### src/rtl/life_sequencer.sv
// ---------------------------------------------------------------------------
// life_sequencer
//
// Generation sequencer for the Game of Life datapath. It sits between the
// renderer, the double buffer and the life_logic block. Generations are paced
// off renderer frame ticks at a selectable speed; the sequencer supports
// free-run, pause, single-step and clear. Buffer swaps happen only on a frame
// tick, so the display never shows a half-written board.
//
// Optional feature macro: LIFE_SEQ_TIMEOUT_EN
//   When defined, a compute watchdog is built. If life_logic does not report
//   done within TIMEOUT_CYCLES cycles, err_out is raised (sticky), the
//   generation is abandoned without a swap and the sequencer returns to idle.
//   When undefined, COMPUTE waits forever and err_out is tied low.
//
// Ports
//   clk_in         system clock
//   rst_in         asynchronous reset, active-high
//   speed_in       generation rate select, period = 2**LOG_MAX_SPEED - speed_in frames
//   run_in         level: 1 = free-run, 0 = paused
//   step_in        pulse: run one generation while paused
//   clear_in       pulse: zero the whole board
//   vsync_in       renderer vsync, rising edge marks a frame tick
//   logic_done_in  pulse: life_logic finished a generation
//   start_out      pulse: life_logic should start a generation
//   swap_out       pulse: double buffer swaps its read/write halves
//   we_out         write strobe used while clearing the write buffer
//   addr_w_out     line address used while clearing
//   data_out       line data used while clearing (always zero)
//   busy_out       sequencer is not idle
//   gen_count_out  number of generations completed
//   err_out        sticky compute-timeout flag
// ---------------------------------------------------------------------------
module life_sequencer #(
    parameter int ADDR_SIZE     = 3,
    parameter int LINE_WIDTH    = 8,
    parameter int LOG_MAX_SPEED = 3,
    parameter int GEN_WIDTH     = 16
`ifdef LIFE_SEQ_TIMEOUT_EN
    ,
    parameter int TIMEOUT_CYCLES = 1024
`endif
) (
    input  logic                     clk_in,
    input  logic                     rst_in,
    input  logic [LOG_MAX_SPEED-1:0] speed_in,
    input  logic                     run_in,
    input  logic                     step_in,
    input  logic                     clear_in,
    input  logic                     vsync_in,
    input  logic                     logic_done_in,
    output logic                     start_out,
    output logic                     swap_out,
    output logic                     we_out,
    output logic [ADDR_SIZE-1:0]     addr_w_out,
    output logic [LINE_WIDTH-1:0]    data_out,
    output logic                     busy_out,
    output logic [GEN_WIDTH-1:0]     gen_count_out,
    output logic                     err_out
);

    // One extra bit so the slowest period (2**LOG_MAX_SPEED frames) fits.
    localparam int             PW         = LOG_MAX_SPEED + 1;
    localparam logic [PW-1:0]  MAX_PERIOD = PW'(2 ** LOG_MAX_SPEED);

    typedef enum logic [2:0] {
        ST_IDLE,
        ST_WAIT,
        ST_COMPUTE,
        ST_SWAP,
        ST_CLEAR,
        ST_CLEAR_SWAP
    } state_t;

    state_t                 state_q, state_d;
    logic                   vsync_q, vsync_d;
    logic [PW-1:0]          frame_cnt_q, frame_cnt_d;
    logic [PW-1:0]          period_q, period_d;
    logic                   clear_pend_q, clear_pend_d;
    logic [ADDR_SIZE-1:0]   clr_addr_q, clr_addr_d;
    logic [GEN_WIDTH-1:0]   gen_count_q, gen_count_d;
    logic                   start_q, start_d;
    logic                   swap_q, swap_d;
    logic                   frame_tick;

`ifdef LIFE_SEQ_TIMEOUT_EN
    localparam int TO_W = $clog2(TIMEOUT_CYCLES) + 1;
    logic [TO_W-1:0]        to_cnt_q, to_cnt_d;
    logic                   err_q, err_d;
`endif

    // Single-cycle pulse on each rising edge of vsync.
    assign frame_tick = vsync_in & ~vsync_q;

    // State register and all sequencer flops.
    always_ff @(posedge clk_in or posedge rst_in) begin
        if (rst_in) begin
            state_q      <= ST_IDLE;
            vsync_q      <= 1'b0;
            frame_cnt_q  <= '0;
            period_q     <= '0;
            clear_pend_q <= 1'b0;
            clr_addr_q   <= '0;
            gen_count_q  <= '0;
            start_q      <= 1'b0;
            swap_q       <= 1'b0;
`ifdef LIFE_SEQ_TIMEOUT_EN
            to_cnt_q     <= '0;
            err_q        <= 1'b0;
`endif
        end else begin
            state_q      <= state_d;
            vsync_q      <= vsync_d;
            frame_cnt_q  <= frame_cnt_d;
            period_q     <= period_d;
            clear_pend_q <= clear_pend_d;
            clr_addr_q   <= clr_addr_d;
            gen_count_q  <= gen_count_d;
            start_q      <= start_d;
            swap_q       <= swap_d;
`ifdef LIFE_SEQ_TIMEOUT_EN
            to_cnt_q     <= to_cnt_d;
            err_q        <= err_d;
`endif
        end
    end

    // Next-state logic. start/swap are computed here so they leave the block
    // registered: start lands on the first COMPUTE cycle, swap on the cycle
    // after the frame tick that committed it.
    always_comb begin
        state_d      = state_q;
        vsync_d      = vsync_in;
        frame_cnt_d  = frame_cnt_q;
        period_d     = period_q;
        clear_pend_d = clear_pend_q;
        clr_addr_d   = clr_addr_q;
        gen_count_d  = gen_count_q;
        start_d      = 1'b0;
        swap_d       = 1'b0;
`ifdef LIFE_SEQ_TIMEOUT_EN
        to_cnt_d     = '0;
        err_d        = err_q;
`endif

        case (state_q)
            ST_IDLE: begin
                frame_cnt_d = '0;
                // Clear beats step when both arrive together.
                if (clear_in) begin
                    state_d = ST_CLEAR;
                end else if (run_in) begin
                    state_d = ST_WAIT;
                end else if (step_in) begin
                    state_d = ST_COMPUTE;
                end
            end

            ST_WAIT: begin
                if (clear_in) begin
                    state_d     = ST_CLEAR;
                    frame_cnt_d = '0;
                end else if (!run_in) begin
                    state_d     = ST_IDLE;
                    frame_cnt_d = '0;
                end else if (frame_tick) begin
                    if ((frame_cnt_q + 1'b1) == period_q) begin
                        state_d     = ST_COMPUTE;
                        frame_cnt_d = '0;
                    end else begin
                        frame_cnt_d = frame_cnt_q + 1'b1;
                    end
                end
            end

            ST_COMPUTE: begin
                // A clear requested mid-generation waits until this
                // generation has been swapped out.
                if (clear_in) begin
                    clear_pend_d = 1'b1;
                end
                if (logic_done_in) begin
                    state_d = ST_SWAP;
                end
`ifdef LIFE_SEQ_TIMEOUT_EN
                else if (to_cnt_q == TO_W'(TIMEOUT_CYCLES - 1)) begin
                    state_d      = ST_IDLE;
                    err_d        = 1'b1;
                    clear_pend_d = 1'b0;
                end else begin
                    to_cnt_d = to_cnt_q + 1'b1;
                end
`endif
            end

            ST_SWAP: begin
                if (clear_in) begin
                    clear_pend_d = 1'b1;
                end
                if (frame_tick) begin
                    swap_d      = 1'b1;
                    gen_count_d = gen_count_q + 1'b1;
                    if (clear_pend_q || clear_in) begin
                        state_d = ST_CLEAR;
                    end else if (run_in) begin
                        state_d = ST_WAIT;
                    end else begin
                        state_d = ST_IDLE;
                    end
                end
            end

            ST_CLEAR: begin
                // One line per cycle; the all-ones address is the last line.
                if (clr_addr_q == '1) begin
                    clr_addr_d = '0;
                    state_d    = ST_CLEAR_SWAP;
                end else begin
                    clr_addr_d = clr_addr_q + 1'b1;
                end
            end

            ST_CLEAR_SWAP: begin
                // Always lands in IDLE: a clear leaves the board paused.
                if (frame_tick) begin
                    swap_d       = 1'b1;
                    gen_count_d  = '0;
                    clear_pend_d = 1'b0;
                    state_d      = ST_IDLE;
`ifdef LIFE_SEQ_TIMEOUT_EN
                    err_d        = 1'b0;
`endif
                end
            end

            default: begin
                state_d = ST_IDLE;
            end
        endcase

        // The rate is latched once per WAIT so a speed change mid-wait
        // cannot shorten or stretch the interval already being counted.
        if ((state_d == ST_WAIT) && (state_q != ST_WAIT)) begin
            period_d = MAX_PERIOD - {1'b0, speed_in};
        end

        if ((state_d == ST_COMPUTE) && (state_q != ST_COMPUTE)) begin
            start_d = 1'b1;
        end
    end

    // Outputs decoded from the registered state.
    always_comb begin
        start_out     = start_q;
        swap_out      = swap_q;
        we_out        = (state_q == ST_CLEAR);
        addr_w_out    = (state_q == ST_CLEAR) ? clr_addr_q : '0;
        data_out      = '0;
        busy_out      = (state_q != ST_IDLE);
        gen_count_out = gen_count_q;
`ifdef LIFE_SEQ_TIMEOUT_EN
        err_out       = err_q;
`else
        err_out       = 1'b0;
`endif
    end

endmodule

### config.mk
export PLATFORM = sky130hd
export DESIGN_NAME = life_sequencer
export DESIGN_NICKNAME = d
export VERILOG_FILES = /design/src/rtl/life_sequencer.sv
export SDC_FILE = /design/constraint.sdc
export NUM_CORES = 1
export LEC_CHECK = 0
export CAP_MARGIN = 30
export CORE_ASPECT_RATIO = 0.9
export CORE_MARGIN = 1
export CORE_UTILIZATION = 50
export DETAILED_ROUTE_END_ITERATION = 6
export PLACE_DENSITY = 0.8
export SKIP_CTS_REPAIR_TIMING = 1
export SYNTH_ARGS = -nofsm -noshare
export SYNTH_HDL_FRONTEND = slang
export SYNTH_SLANG_ARGS = --single-unit
### constraint.sdc
create_clock -name clk_in -period 2.45 [get_ports clk_in]
set_input_delay 0.3675 -clock clk_in [delete_from_list [all_inputs] [get_ports clk_in]]
set_output_delay 0.3675 -clock clk_in [all_outputs]
set_load 0.005 [all_outputs]
; ---- Word-level counts from Yosys, hierarchy flattened
; Index checks and enable logic that the tools add are counted.
; W data, S select, Z words.
[totals]
ff_bits = 34
inputBits = 10
out_inout_bits = 32
word_cells = 73
[op_classes]
n_addsub = 4
n_eq_ne = 15
muxes = 30
bitwise_logic = 2
reduce_logical = 13
[ops]
columns = cell, count
row1 = $mux W3, 14
row2 = $mux W16, 2
row3 = $pmux W16 S2, 1
row4 = $pmux W3 S6, 1
row5 = $add A16 B1 Y16 const B, 1
row6 = $mux W4, 4
row7 = $eq A3 B2 Y1 const B, 3
row8 = $eq A3 B3 Y1 const B, 3
row9 = $pmux W4 S2, 1
row10 = $eq A3 B1 Y1 const B, 2
row11 = $mux W1, 6
row12 = $reduce_and A3 Y1, 2
row13 = $reduce_bool A2 Y1, 3
row14 = $add A4 B1 Y4 const B, 1
row15 = $eq A4 B4 Y1, 1
row16 = $ne A2 B2 Y1 const B, 2
row17 = $ne A4 B4 Y1 const B, 1
row18 = $reduce_or A2 Y1, 2
row19 = $sub A4 B3 Y4 const A, 1
row20 = $add A3 B1 Y3 const B, 1
row21 = $logic_not A3 Y1, 1
row22 = $ne A3 B1 Y1 const B, 1
row23 = $ne A3 B2 Y1 const B, 1
row24 = $reduce_bool A3 Y1, 1
row25 = other kinds (7), 8

; ---- Logic depth before layout (Yosys ltp)
; Gate-level depths: netlist of run 1.
[depth]
word_depth = 10
depth_mapped = 7

; ---- Worst setup path before layout of run 1
; OpenSTA, ideal clock, no wires.
[synth_timing]
path_type = flip-flop to flip-flop
from = reg frame_cnt_q[0]
to = reg frame_cnt_q[1]
setup_ns = 0.122
arrival_ns = 1.772
t_required_ns = 2.328
slack_ns = 0.556
stages_incl_launch_ff = 7
n_path_buf = 1
period_less_slack_ns = 1.894
path_cell_list = dfrtp_1 > ha_1 > xnor2_1 > xnor2_1 > or4_4 > buf_6 > a32o_1
[synth_via]
elab_chain_len = 7
[synth_lines]
columns = item, line_no
row1 = "start, declared", 77  ; logic [PW-1:0] frame_cnt_q, frame_cnt_d;
row2 = "start signal, assigned", 114  ; frame_cnt_q <= frame_cnt_d;
row3 = $add A4 B1 Y4 (*), "167, 171"
row4 = $eq A4 B4 Y1, 167  ; if ((frame_cnt_q + 1'b1) == period_q) begin
row5 = $mux W4 (*), 167
row6 = $mux W4 (*), 166  ; end else if (frame_tick) begin
row7 = $mux W4 (*), 163  ; end else if (!run_in) begin
row8 = $mux W4 (*), 160  ; if (clear_in) begin
row9 = $pmux W4 S2 (*), 146  ; case (state_q)
; Every way passes the cells marked *; elsewhere a longest branch is shown, timed or not. The select of a mux whose other input is x is not followed.
; A chain may end at the register's enable or synchronous reset.

; ---- Worst setup path after layout of run 1
[layout_timing]
from = reg state_q[1]
to = out addr_w_out[2]
[layout_via]
elab_chain_len = 2
[layout_lines]
columns = item, line_no
row1 = "start, declared", 75  ; state_t state_q, state_d;
row2 = "start signal, assigned", 112  ; state_q <= state_d;
row3 = $eq A3 B3 Y1, 257  ; addr_w_out = (state_q == ST_CLEAR) ? clr_addr_q : '0;
row4 = $mux W3, 257
row5 = "end, declared", 55  ; output logic [ADDR_SIZE-1:0] addr_w_out,
; Every way passes these cells.

==> key figures, run 1 <==
Setup path
  – Reg2Reg Depth: 5
  – Arrival @ worst endpoint: 2.00 ns
  – WP data required: ~2.1 ns
  – WS Path Type: reg -> out
  – Critical Path Fanout Max: 10
  – Slowest cell on the critical path: dfrtp_1
  – CP Capture Type: output pin
  – RR Endpoint: period_q[3]
  – CP peak stage delay: around 0.50 ns
  – Reg2Reg Setup Slack: 0.45 ns
  – Startpoint types: register
  – CP top delay family: simple AND/OR/NAND/NOR gates
  – Worst-path cell chain: nand2b_1 -> nor2_2 -> and2_1 -> clkdlybuf4s50_1
  – Reg2Reg Launch Point: state_q[1]
  – Buf+Inv Stages, Crit Path: 1

Placement
  – Placed Cells: about 280
  – IO buf count: 32
  – Placed inst area: 2260 um^2
  – Hpwl dp: 2570 um
  – Routability cong.: 0.800

Timing
  – Clock skew: 0.00513 ns
  – Setup TNS: 0 ns
  – Final hold violations: 0
  – Fin crit period: 2.37 ns
  – Fin Hold WS: 0.488 ns
  – Final Max Tran Viols: 0
  – Achievable Freq: 423 MHz
  – Worst-Margin Slew: 0.509 ns
  – RSZ-0062 raised after global routing: false
  – Slew margin rel.: 65.7%
  – Final setup vio count: 0
  – Crit share post-route: 96.6%

Detailed routing
  – Vias per cell: 5.18
  – DRT Pass-1 Iters: 4
  – Met2 Wirelength: 1620 um
  – Detail Route Antenna Nets: 0
  – First DRT Iteration DRCs: 98
  – Routed WL: 3500 um
  – Vias: 1472
  – DR top layer: met4
  – WL/cell: 12.3 um
  – Met3 WL: ~160 um
  – WL met1: 1680 um
  – DRC viols: 0

Synthesis
  – Post-synthesis cell area: 1930 um^2
  – Synth Area in Compound Gates: 8.11%
  – Synthesized area per cell: 9.60 um^2
  – Cells after synthesis: 201
  – Yosys reg bits: 34
  – Mux contribution to synthesized area: slightly above 5%
  – Synth Warn #: 0
  – Synth unique cells: 42
  – Post-synth EDFFs: 0
  – Synth Flop Type: dfrtp_1
  – Fraction of registers with async set or reset after synthesis: 100%
  – Post-synthesis adder-cell area fraction: ~3.2%
  – Largest family of logic cells by synthesized area: simple AND/OR/NAND/NOR gates
  – Synth Area in Simple Gates: 22.7%
  – Seq/Total Area, Yosys: 44.1%
  – Xor/xnor share of the synthesized area: 9.47%

Pwr
  – Combinational Power Share: 29.2%
  – Clock share of power: roughly 32%
  – PD cells: 820 nW/um^2
  – Power Internal: 0.00141 W
  – Sw Share: between 20% and 30%
  – Psw: 0.000564 W
  – Max IR drop VDD: 0.788 mV
  – Sequential share of power: 38.7%
  – Leakage: 1.05 nW

Floorplanning
  – Initial Utilization: 52.1%
  – Die area: 4110 um^2
  – Cell row count: 21
  – Die width: 67.5 um
  – Die Y: 60.9 um
  – Core area: roughly 3700 um^2
  – Num ports: 42

CTS
  – Clk Tree Root Cell: clkbuf_8
  – Num CTS Buffers: 5
  – Clk buf depth: 2
  – H-Tree Depth: 2
  – CTS clk-pin slew, worst paths: 0.07 ns
  – Clock latency at the later pin of the worst-skew pair: 0.28 ns
  – Clk sink count: 34
  – TritonCTS clock tree: built

Cells and area
  – Most common cell after layout, fill and taps aside: dfrtp_1
  – P&R area growth vs syn: 24.9%
  – Finished Cell Area: 2410 um^2
  – Share of cells above drive strength 1: 11.3%
  – Utilization after layout: 65.0%
  – N_diodes: 0
  – Most frequent cells in the layout: dfrtp_1, clkdlybuf4s50_1, nor2_1, nand2_1, o21ai_0
  – Final nets: roughly 250
  – Final std cells w/o fill: between 200 and 300

Global route
  – Vias in the first global route: 1297
  – Initial antenna violation count: 0
  – GR Overflow Total: 0
  – First-pass GRT wire length: 5860 um
  – Gr usage total: 19.2%
  – Pin count of the biggest net entering global routing: 35

Job
  – Max cap viols: 0

Outcome
  – Outcome: finished, final reports clean

Worst hold path
  – Hold Path Class: in -> async
==> per-layer routing <==
| layer | global-route usage, % | vias up |
|---|---|---|
| met2 | 30.3 | 40 |
| met3 | 5.26 | 6 |
| li1 | - | 742 |
| met4 | 6.08 | 0 |
| met5 | 0 | - |
| met1 | 25.8 | 684 |
==> worst max path at each step <==
| stage | startpoint | end | slack, ns | cells past startpoint |
|---|---|---|---|---|
| floorplan | frame_cnt_q[0] | frame_cnt_q[1] | 0.56 | 6 |
| global placement | vsync_in | gen_count_out[15] | 0.29 | 6 |
| detailed placement | vsync_in | gen_count_out[15] | 0.25 | 6 |
| CTS | state_q[1] | addr_w_out[2] | -0.04 | 4 |
| global route | state_q[1] | addr_w_out[2] | 0.003 | 4 |
| finish | state_q[1] | addr_w_out[2] | 0.08 | 4 |
==> cells in the mapped netlist (2+ instances only) <==
master    instances  area (um^2)
nand2_1          15         56.3
ha_1              5         62.6
nand3b_1          2         15.0
a21oi_1           4         20.0
dfrtp_1          34          851
nand4_1           5         31.3
clkbuf_1          3         11.3
nor3_1            6         30.0
o21ai_0          13         65.1
and3b_1           2         17.5
mux2_2            7         78.8
or3_1             3         18.8
nand2b_1          3         18.8
a31oi_1           2         12.5
nor2_1           26         97.6
nor2b_1           2         12.5
mux2i_1           2         20.0
buf_4            11         82.6
and2_1            4         25.0
xnor2_1          10         87.6
xor2_1            9         78.8
o211ai_1          2         15.0
inv_1             7         26.3
nand3_1           6         30.0
==> area by class of cell <==
class / count / area, um^2
Timing Repair Buffer: 37 / 358
Inverter: 7 / 26.3
Tap cell: 46 / 57.6
Fill cell: 307 / 1290
Sequential cell: 34 / 851
Clock inverter: 2 / 60.1
Multi-Input combinational cell: 152 / 975
Clock buffer: 6 / 82.6
==> tightest hold or removal path, delay by kind of cell <==
family                 cells  cell delay (ns)
buffers and inverters      3             0.82
==> sequential cells by signal (all words and copies together) (netlist names) <==
name / count
state_q: 3
vsync_q: 1
start_out: 1
clear_pend_q: 1
frame_cnt_q: 4
gen_count_out: 16
swap_out: 1
period_q: 4
clr_addr_q: 3
==> power groups by stage <==
stage / Clock [W] / Combinational, W / Sequential, W
after CTS: 0.000647 / 0.000579 / 0.000763
after floorplan: 0 / 0.000453 / 0.000724
after global placement: 0 / 0.000563 / 0.000769
after global routing: 0.000663 / 0.000649 / 0.000782
final: 0.000635 / 0.000577 / 0.000765
after detailed placement: 0 / 0.000575 / 0.000775
==> kinds of logic after synthesis <==
family / count (synthesis)
compound gates: 26
xor+xnor: 20
fa+ha+maj: 5
buf+inv: 23
flops: 34
mux: 9
other cells: 1
simple gates: 83
==> stage by stage <==
stage	worst slack (ns)	total power (W)
CTS	-0.0351	0.00199
global placement	0.291	0.00133
global route	0.00333	0.00209
detailed placement	0.255	0.00135
floorplan	0.556	0.00118
finish	0.0837	0.00198
Note: power is estimated with default switching activity, not from simulation.
==> run 2: changes to the inputs <==
--- a/config.mk
+++ b/config.mk
@@ -9,7 +9,9 @@
 export CORE_ASPECT_RATIO = 0.9
 export CORE_MARGIN = 1
 export CORE_UTILIZATION = 50
+export CTS_CLUSTER_DIAMETER = 40
 export DETAILED_ROUTE_END_ITERATION = 6
+export HOLD_SLACK_MARGIN = 0.15
 export PLACE_DENSITY = 0.8
 export SKIP_CTS_REPAIR_TIMING = 1
 export SYNTH_ARGS = -nofsm -noshare
==> results of run 2 <==
The final DEF is identical to that of run 1; final timing and power are the same.
